$ cat config.mk
export PLATFORM = sky130hd
export DESIGN_NAME = pipeline_stall_controller_flat
export DESIGN_NICKNAME = d
export VERILOG_FILES = /design/src/rtl/pipeline_stall_controller_if.sv /design/src/rtl/pipeline_stall_controller.sv /design/src/flat_wrapper.sv
export SDC_FILE = /design/constraint.sdc
export NUM_CORES = 1
export LEC_CHECK = 0
export ABC_AREA = 1
export BUFFER_PORTS_ARGS = -buffer_cell sky130_fd_sc_hd__buf_2
export CAP_MARGIN = 20
export CORE_UTILIZATION = 47
export DETAILED_ROUTE_END_ITERATION = 6
export PLACE_DENSITY = 0.78
export SYNTH_ARGS = -nofsm -noshare
export SYNTH_HDL_FRONTEND = slang
export SYNTH_SLANG_ARGS = --single-unit
$ cat constraint.sdc
create_clock -name clk -period 1.6 [get_ports clk]
set_input_delay 0.32 -clock clk [delete_from_list [all_inputs] [get_ports clk]]
set_output_delay 0.32 -clock clk [all_outputs]
set_load 0.01 [all_outputs]
$ cat src/rtl/pipeline_stall_controller_if.sv
// Hazard/handshake bundle between the EX-stage hazard sequencer and the pipeline.
// The master side is the sequencer: it observes hazard inputs and drives the
// stall/flush/MUL-DIV controls. The slave side is the pipeline (or a bench).
interface pipeline_stall_controller_if;
  // Hazard inputs from the ID and EX stages
  logic       ResultSrcE0;
  logic [4:0] RD_E;
  logic [4:0] Rs1_D;
  logic [4:0] Rs2_D;
  logic       PCSrcE;
  logic       MulDivE;
  logic [1:0] MulDivOpE;

  // Pipeline-register controls and MUL/DIV handshake
  logic       StallF;
  logic       StallD;
  logic       StallE;
  logic       FlushD;
  logic       FlushE;
  logic       MdStart;
  logic       MdBusy;
  logic       MdDone;

  modport master (
    input  ResultSrcE0, RD_E, Rs1_D, Rs2_D, PCSrcE, MulDivE, MulDivOpE,
    output StallF, StallD, StallE, FlushD, FlushE, MdStart, MdBusy, MdDone
  );

  modport slave (
    output ResultSrcE0, RD_E, Rs1_D, Rs2_D, PCSrcE, MulDivE, MulDivOpE,
    input  StallF, StallD, StallE, FlushD, FlushE, MdStart, MdBusy, MdDone
  );
endinterface

$ cat src/rtl/pipeline_stall_controller.sv
// Hazard sequencer for the 5-stage RISC-V pipeline.
// Load-use and taken-branch hazards produce combinational stall/flush controls.
// A MUL/DIV op in EX is sequenced by a small IDLE/BUSY/DONE FSM that holds F/D/E
// for LAT-1 cycles (starting with the MdStart cycle) and pulses MdDone in cycle LAT.
// While the MUL/DIV sequence stalls the pipe, load-use and branch controls are
// masked so FlushE never coincides with StallE.
module pipeline_stall_controller #(
  parameter int LAT_MUL = 4,
  parameter int LAT_DIV = 33,
  parameter int CNT_W   = 6
) (
  input  logic                          clk,
  input  logic                          rst,
  pipeline_stall_controller_if.master   bus
);

  typedef enum logic [1:0] {
    ST_IDLE = 2'b00,
    ST_BUSY = 2'b01,
    ST_DONE = 2'b10
  } md_state_t;

  // Counter preload: the start cycle and the DONE cycle are not counted down.
  localparam logic [CNT_W-1:0] LOAD_MUL = CNT_W'(LAT_MUL - 2);
  localparam logic [CNT_W-1:0] LOAD_DIV = CNT_W'(LAT_DIV - 2);
  localparam logic             MUL_IS_2 = (LAT_MUL == 2) ? 1'b1 : 1'b0;
  localparam logic             DIV_IS_2 = (LAT_DIV == 2) ? 1'b1 : 1'b0;

  md_state_t        r_state;
  logic [CNT_W-1:0] r_cnt;
  logic             r_md_busy;
  logic             r_md_done;

  logic             w_start;
  logic             w_is_div;
  logic [CNT_W-1:0] w_load;
  logic             w_short;
  logic             w_md_stall;
  logic             w_lw;
  logic             w_hz_en;

  logic             w_stall_f;
  logic             w_stall_d;
  logic             w_stall_e;
  logic             w_flush_d;
  logic             w_flush_e;
  logic             w_md_start;
  logic             w_md_busy;
  logic             w_md_done;

  // Latency selection for an op being launched this cycle
  always_comb begin
    w_is_div = bus.MulDivOpE[1];
    if (w_is_div) begin
      w_load  = LOAD_DIV;
      w_short = DIV_IS_2;
    end else begin
      w_load  = LOAD_MUL;
      w_short = MUL_IS_2;
    end
  end

  // Start is only honoured from IDLE; a MulDivE seen in BUSY or DONE is ignored
  always_comb begin
    if ((r_state == ST_IDLE) && bus.MulDivE && !rst) begin
      w_start = 1'b1;
    end else begin
      w_start = 1'b0;
    end
  end

  // MUL/DIV sequencer: state, countdown and registered busy/done flags
  always_ff @(posedge clk) begin
    if (rst) begin
      r_state   <= ST_IDLE;
      r_cnt     <= {CNT_W{1'b0}};
      r_md_busy <= 1'b0;
      r_md_done <= 1'b0;
    end else begin
      case (r_state)
        ST_IDLE: begin
          if (bus.MulDivE) begin
            r_cnt <= w_load;
            if (w_short) begin
              r_state   <= ST_DONE;
              r_md_busy <= 1'b0;
              r_md_done <= 1'b1;
            end else begin
              r_state   <= ST_BUSY;
              r_md_busy <= 1'b1;
              r_md_done <= 1'b0;
            end
          end else begin
            r_state   <= ST_IDLE;
            r_md_busy <= 1'b0;
            r_md_done <= 1'b0;
          end
        end
        ST_BUSY: begin
          r_cnt <= r_cnt - CNT_W'(1);
          if (r_cnt == CNT_W'(1)) begin
            r_state   <= ST_DONE;
            r_md_busy <= 1'b0;
            r_md_done <= 1'b1;
          end else begin
            r_state   <= ST_BUSY;
            r_md_busy <= 1'b1;
            r_md_done <= 1'b0;
          end
        end
        ST_DONE: begin
          r_state   <= ST_IDLE;
          r_cnt     <= {CNT_W{1'b0}};
          r_md_busy <= 1'b0;
          r_md_done <= 1'b0;
        end
        default: begin
          r_state   <= ST_IDLE;
          r_cnt     <= {CNT_W{1'b0}};
          r_md_busy <= 1'b0;
          r_md_done <= 1'b0;
        end
      endcase
    end
  end

  // Hazard detection; the MUL/DIV stall window masks load-use and branch controls
  always_comb begin
    w_md_stall = w_start | r_md_busy;
    w_hz_en    = ~w_md_stall;
    if (bus.ResultSrcE0 && (bus.RD_E != 5'd0) &&
        ((bus.RD_E == bus.Rs1_D) || (bus.RD_E == bus.Rs2_D))) begin
      w_lw = 1'b1;
    end else begin
      w_lw = 1'b0;
    end
  end

  // Output combination; everything is forced low while reset is held
  always_comb begin
    if (rst) begin
      w_stall_f  = 1'b0;
      w_stall_d  = 1'b0;
      w_stall_e  = 1'b0;
      w_flush_d  = 1'b0;
      w_flush_e  = 1'b0;
      w_md_start = 1'b0;
      w_md_busy  = 1'b0;
      w_md_done  = 1'b0;
    end else begin
      w_stall_f  = w_md_stall | (w_lw & w_hz_en);
      w_stall_d  = w_md_stall | (w_lw & w_hz_en);
      w_stall_e  = w_md_stall;
      w_flush_d  = bus.PCSrcE & w_hz_en;
      w_flush_e  = (w_lw | bus.PCSrcE) & w_hz_en;
      w_md_start = w_start;
      w_md_busy  = r_md_busy;
      w_md_done  = r_md_done;
    end
  end

  assign bus.StallF  = w_stall_f;
  assign bus.StallD  = w_stall_d;
  assign bus.StallE  = w_stall_e;
  assign bus.FlushD  = w_flush_d;
  assign bus.FlushE  = w_flush_e;
  assign bus.MdStart = w_md_start;
  assign bus.MdBusy  = w_md_busy;
  assign bus.MdDone  = w_md_done;

endmodule
$ cat src/flat_wrapper.sv
// flat-port wrapper written by rule: the top's interface ports become plain ports
module pipeline_stall_controller_flat 
#(
  parameter int LAT_MUL = 4,
  parameter int LAT_DIV = 33,
  parameter int CNT_W   = 6
)
  (clk, rst, bus_ResultSrcE0, bus_RD_E, bus_Rs1_D, bus_Rs2_D, bus_PCSrcE, bus_MulDivE, bus_MulDivOpE, bus_StallF, bus_StallD, bus_StallE, bus_FlushD, bus_FlushE, bus_MdStart, bus_MdBusy, bus_MdDone);
  pipeline_stall_controller_if bus_i ();
  input  logic clk;
  input  logic rst;
  input wire logic [$bits(bus_i.ResultSrcE0)-1:0] bus_ResultSrcE0;
  input wire logic [$bits(bus_i.RD_E)-1:0] bus_RD_E;
  input wire logic [$bits(bus_i.Rs1_D)-1:0] bus_Rs1_D;
  input wire logic [$bits(bus_i.Rs2_D)-1:0] bus_Rs2_D;
  input wire logic [$bits(bus_i.PCSrcE)-1:0] bus_PCSrcE;
  input wire logic [$bits(bus_i.MulDivE)-1:0] bus_MulDivE;
  input wire logic [$bits(bus_i.MulDivOpE)-1:0] bus_MulDivOpE;
  output wire logic [$bits(bus_i.StallF)-1:0] bus_StallF;
  output wire logic [$bits(bus_i.StallD)-1:0] bus_StallD;
  output wire logic [$bits(bus_i.StallE)-1:0] bus_StallE;
  output wire logic [$bits(bus_i.FlushD)-1:0] bus_FlushD;
  output wire logic [$bits(bus_i.FlushE)-1:0] bus_FlushE;
  output wire logic [$bits(bus_i.MdStart)-1:0] bus_MdStart;
  output wire logic [$bits(bus_i.MdBusy)-1:0] bus_MdBusy;
  output wire logic [$bits(bus_i.MdDone)-1:0] bus_MdDone;
  assign bus_i.ResultSrcE0 = bus_ResultSrcE0;
  assign bus_i.RD_E = bus_RD_E;
  assign bus_i.Rs1_D = bus_Rs1_D;
  assign bus_i.Rs2_D = bus_Rs2_D;
  assign bus_i.PCSrcE = bus_PCSrcE;
  assign bus_i.MulDivE = bus_MulDivE;
  assign bus_i.MulDivOpE = bus_MulDivOpE;
  assign bus_StallF = bus_i.StallF;
  assign bus_StallD = bus_i.StallD;
  assign bus_StallE = bus_i.StallE;
  assign bus_FlushD = bus_i.FlushD;
  assign bus_FlushE = bus_i.FlushE;
  assign bus_MdStart = bus_i.MdStart;
  assign bus_MdBusy = bus_i.MdBusy;
  assign bus_MdDone = bus_i.MdDone;
  pipeline_stall_controller #(.LAT_MUL(LAT_MUL), .LAT_DIV(LAT_DIV), .CNT_W(CNT_W)) u_core (.clk(clk), .rst(rst), .bus(bus_i));
endmodule
# After elaboration in Yosys (flattened, before gate mapping)
# Cells that the tools add are included.
# word_totals
ff_bits	10
inputBits	22
out_inout_bits	8
word_cells	46
# op_classes
n_addsub	1
eq_ne	5
mux	19
n_bitwise	8
reduce_logical	9
# op_table
operator	n
2-to-1 mux 1 bit	13
case mux 6 bit (2 select lines)	1
== test 5 bit	2
== test 6 x 1 -> 1 bit, second input constant	1
2-to-1 mux 6 bit	1
subtractor 6 x 1 -> 6 bit, second input constant	1
2-to-1 mux 5 bit	1
nonzero test 5 bit	1
logical AND 1 bit	4
case mux 2 bit (2 select lines)	1
AND 1 bit	3
OR 1 bit	3
== test 2 x 1 -> 1 bit, second input constant	1
logical NOT 2 bit	1
2-to-1 mux 2 bit	1
inequality test 2 bit, second input constant	1
NOT 1 bit	2
case mux 1 bit (2 select lines)	1
OR reduction 2 bit	1
logical NOT 1 bit	1
logical OR 1 bit	1

# Logic depth before layout (Yosys ltp)
# logic_depth
ltp_word	9
mapped_depth	9
mapped_depth_nobuf	8

# Worst setup path before layout
# No wires, ideal clock.
# synth_path
kind	input port to output port
startpoint	input rst
endpoint	output bus_StallF
arrival_ns	1.098
required_ns	1.280
slack_ns	0.182
cell_stages	7
n_path_buf	2
cell_sequence	buf_4 inv_2 nand3_2 nand2_2 inv_2 a21oi_2 buf_4
# synth_via
elab_chain_cells	8
# synth_rtl
item	line	rtl
from (decl)	flat_wrapper.sv:11	input logic rst;
logical NOT 1 bit	pipeline_stall_controller.sv:65	if ((r_state == ST_IDLE) && bus.MulDivE && !rst) begin
logical AND 1 bit	pipeline_stall_controller.sv:65	
2-to-1 mux 1 bit	pipeline_stall_controller.sv:65	
OR 1 bit	pipeline_stall_controller.sv:129	w_md_stall = w_start | r_md_busy;
NOT 1 bit	pipeline_stall_controller.sv:130	w_hz_en = ~w_md_stall;
AND 1 bit	--	
OR 1 bit	--	
2-to-1 mux 1 bit *	--	
to (decl)	flat_wrapper.sv:19	output wire logic [$bits(bus_i.StallF)-1:0] bus_StallF;
# Mark *: on every way between the ends. The rest lies on a longest branch, timed or not.

# Worst setup path in the final report
# layout_path
startpoint	register u_core.r_state[0]
endpoint	output bus_StallF
# layout_via
elab_chain_cells	9
# layout_rtl
item	line	rtl
from (decl)	pipeline_stall_controller.sv:29	md_state_t r_state;
from (signal assigned)	pipeline_stall_controller.sv:75	r_state <= ST_IDLE;
from (signal assigned)	pipeline_stall_controller.sv:85	r_state <= ST_DONE;
from (signal assigned)	pipeline_stall_controller.sv:89	r_state <= ST_BUSY;
logical NOT 2 bit *	pipeline_stall_controller.sv:65	
logical AND 1 bit * (2 in series)	pipeline_stall_controller.sv:65	
2-to-1 mux 1 bit *	pipeline_stall_controller.sv:65	
OR 1 bit *	pipeline_stall_controller.sv:129	
NOT 1 bit	pipeline_stall_controller.sv:130	
AND 1 bit	pipeline_stall_controller.sv:151	w_stall_f = w_md_stall | (w_lw & w_hz_en);
OR 1 bit *	pipeline_stall_controller.sv:151	
2-to-1 mux 1 bit *	pipeline_stall_controller.sv:141	if (rst) begin
# Marked as above.

==> results.tsv <==
metric	value	unit
status	complete, no violations	
yosys-top-cells-area	dfxtp_1 24%, nand2_1 16%, inv_1 12%	
first_pass_iters	4	
route.vias.total	873	
antenna_found_initial	0	
rrSetupSlack	0.39	ns
via_per_inst	4.960	
finalWirelength	1.773	mm
start_util	50.34	%
overflow	0	
crit_path_end_kind	output port	
grt_pass1_vias	781	
slew_viol_final	0	
power.total	785.1	uW
rsz0062_at_grt	yes	
drc	0	
cts_buffers	3	
die_h	41.93	microns
portBuffers	28	
yosys.cell_types.count	25	
r2r-end	u_core.r_cnt[0]	
cts_tree	built	
drive_gt1_share	39.38	%
final-seq-area	182.7	sq um
diodes	0	
dp_cells	168	
num_rows	14	
cts_max_path_buffers	2	
synth_area	749.5	sq um
hpwl	1.343	mm
syn-num-nets	148	
cp_max_fo	3	
hp-start	bus_MulDivE	
cts_max_level	1	
clk_pin_slew	0.07	ns
worst_path_largest_cell_delay	0.32	ns
fin_crit	1.566	ns
grt_start_max_net_pins	9	
crit_chain	inv_2, nand2_4, inv_4, nand3_4, nand2_2, inv_2, a21oi_2, buf_2	
hp-class	in2reg	
synthesis.instances	124	
tightest_slew	0.2535	ns
nFillCells	120	
fmax	638.4	MHz
dieArea	1758	sq um
cts-hold-fix-buffers	0	
min_path_cells	3	
synth-seq-cells	9	
synth_area_per_cell	6.044	sq um
wl_per_cell	10.07	microns
clock_skew	0.005802	ns
crit_path_frequent_cell	inv_2	
fin_cells	176	
crit_path_start_kind	flip-flop	
setup_viol	0	
hold_slack	0.3551	ns
power_density	783.4	nW/um^2
multi_input_area	464.2	sq um
core-area	1489	sq um
ir_drop	0.5951	mV
crit_required	1.28	ns
cts.root.buffer_cell	clkbuf_4	
critPathKind	reg2out	
r2r_cells	5	
clock_latency	0.27	ns
yosys_warnings	0	
rr_startpoint	u_core.r_state[1]	
grt_usage	22.26	%
p_leak	0.5684	nW
crit_arrival	1.25	ns
post-route-period-util	97.90	%
seq_area_frac_synth	24.04	%
grt_pass1_wl	2.980	mm
gp_congestion	0.7595	
relSlewSlack	83.00	%
hold_viol_final	0	
crit_slowest_cell	dfxtp_2	
hold_end	u_core.r_state[0]	
drt_iter0_markers	14	
die_w	41.93	microns
ant_nets	0	
yosysTopAreaCellShare	24.04	%
io_pins	30	
yosys.area.top_type	dfxtp_1	
max-cap-violations	0	
synthToLayoutAreaGrowth	33.72	%
nets	185	
cts_sinks	9	
[cell usage in the layout, fill, tap and decap left out, types with 2 or more instances in the layout]
master and count:
nand2_2 5, buf_4 7, dfxtp_2 2, inv_1 22, a21oi_1 3, buf_2 26
nor2_1 13, nor2_4 2, a21oi_2 2, clkbuf_4 3, inv_2 7, ha_1 2
o21ai_0 3, xnor2_1 2, nand2_1 30, nand3_1 7, dfxtp_1 7, nand4_1 3
[what timing repair did]
item / in CTS / in global routing
setup endpoints to repair: 4 / 4
resized for setup: 2 / 9
hold endpoints to repair: 0 / 0
pin swaps: 0 / 10
setup buffers: 3 / 1
[registers in the layout, indices dropped and copies added (netlist names)]
signal,count
u_core.r_state,2
u_core.r_cnt,6
u_core.r_md_done,1
[area by class of cell]
cell class              count  share of cell area [%]
multi-input cells          83                   46.32
clock buffers               4                   2.622
repair buffers             34                   19.35
well taps                  16                   1.998
inverters                  30                   11.49
flip-flops and latches      9                   18.23
[report_power, final]
part           internal [mW]  switching (mW)  total [mW]
Combinational          0.137           0.184       0.322
Clock                 0.0967          0.0927       0.189
Sequential             0.252          0.0217       0.274
[worst max-delay path: cells and delay by family, from the launching register on]
family | cells | cell delay [ns]
buffers and inverters | 4 | 0.32
AO/OA/AOI/OAI | 1 | 0.12
flip-flops | 1 | 0.32
AND/OR/NAND/NOR | 3 | 0.20
[stage by stage]
| stage | setup slack [ns] | cell area [sq um] | utilization [%] | setup TNS (ns) |
|---|---|---|---|---|
| 6_report | 0.03361 | 1002 | 67.31 | 0 |
| 5_1_grt | -0.03451 | 1002 | 67.31 | -0.08907 |
| 4_1_cts | 0.01796 | 967.2 | 64.96 | 0 |
| 3_5_place_dp | 0.07921 | 909.6 | 61.09 | 0 |
| 3_3_place_gp | 0.1111 | 909.6 | 61.09 | 0 |
| 2_1_floorplan | 0.1819 | 749.5 | - | 0 |
[metal layers]
layer / vias to the layer above / global-route usage (%) / wire (microns)
met5: - / 0 / 0
met4: 0 / 11.61 / 34
met3: 5 / 6.957 / 100
met2: 28 / 38.44 / 874
met1: 388 / 24.05 / 763
li1: 452 / - / -
[worst max-delay path by stage]
stage / startpoint / to / cells past startpoint
2_1_floorplan: rst / bus_StallF / 7
3_3_place_gp: bus_RD_E[3] / bus_StallF / 10
3_5_place_dp: bus_RD_E[2] / bus_StallF / 10
4_1_cts: u_core.r_state[1] / bus_StallF / 8
5_1_grt: u_core.r_state[0] / bus_FlushD / 9
6_report: u_core.r_state[0] / bus_StallF / 8
[synth_stat cells]
master and count:
nand2_1 31, inv_1 23, nor2_1 14, dfxtp_1 9, inv_2 7, nand3_1 7, nand2_2 5, a21oi_1 3
nand4_1 3, o21ai_0 3, a21oi_2 2, buf_4 2, ha_1 2, xnor2_1 2, a21boi_1 1, a221oi_1 1
a221oi_2 1, nand3_2 1, nor2_2 1, nor2_4 1, nor3_2 1, o21ai_1 1, o21ai_2 1, o32ai_1 1
or2_2 1
[logic make-up (layout without fill, tap and decap cells)]
family / after synthesis / in the layout / synth area share [%]
simple gates: 65 / 65 / 39.73
buf+inv: 32 / 68 / 17.03
compound gates: 14 / 14 / 13.52
flops: 9 / 9 / 24.04
fa+ha+maj: 2 / 2 / 3.338
xor+xnor: 2 / 2 / 2.338
No activity file was read; power rests on OpenSTA's default activity.
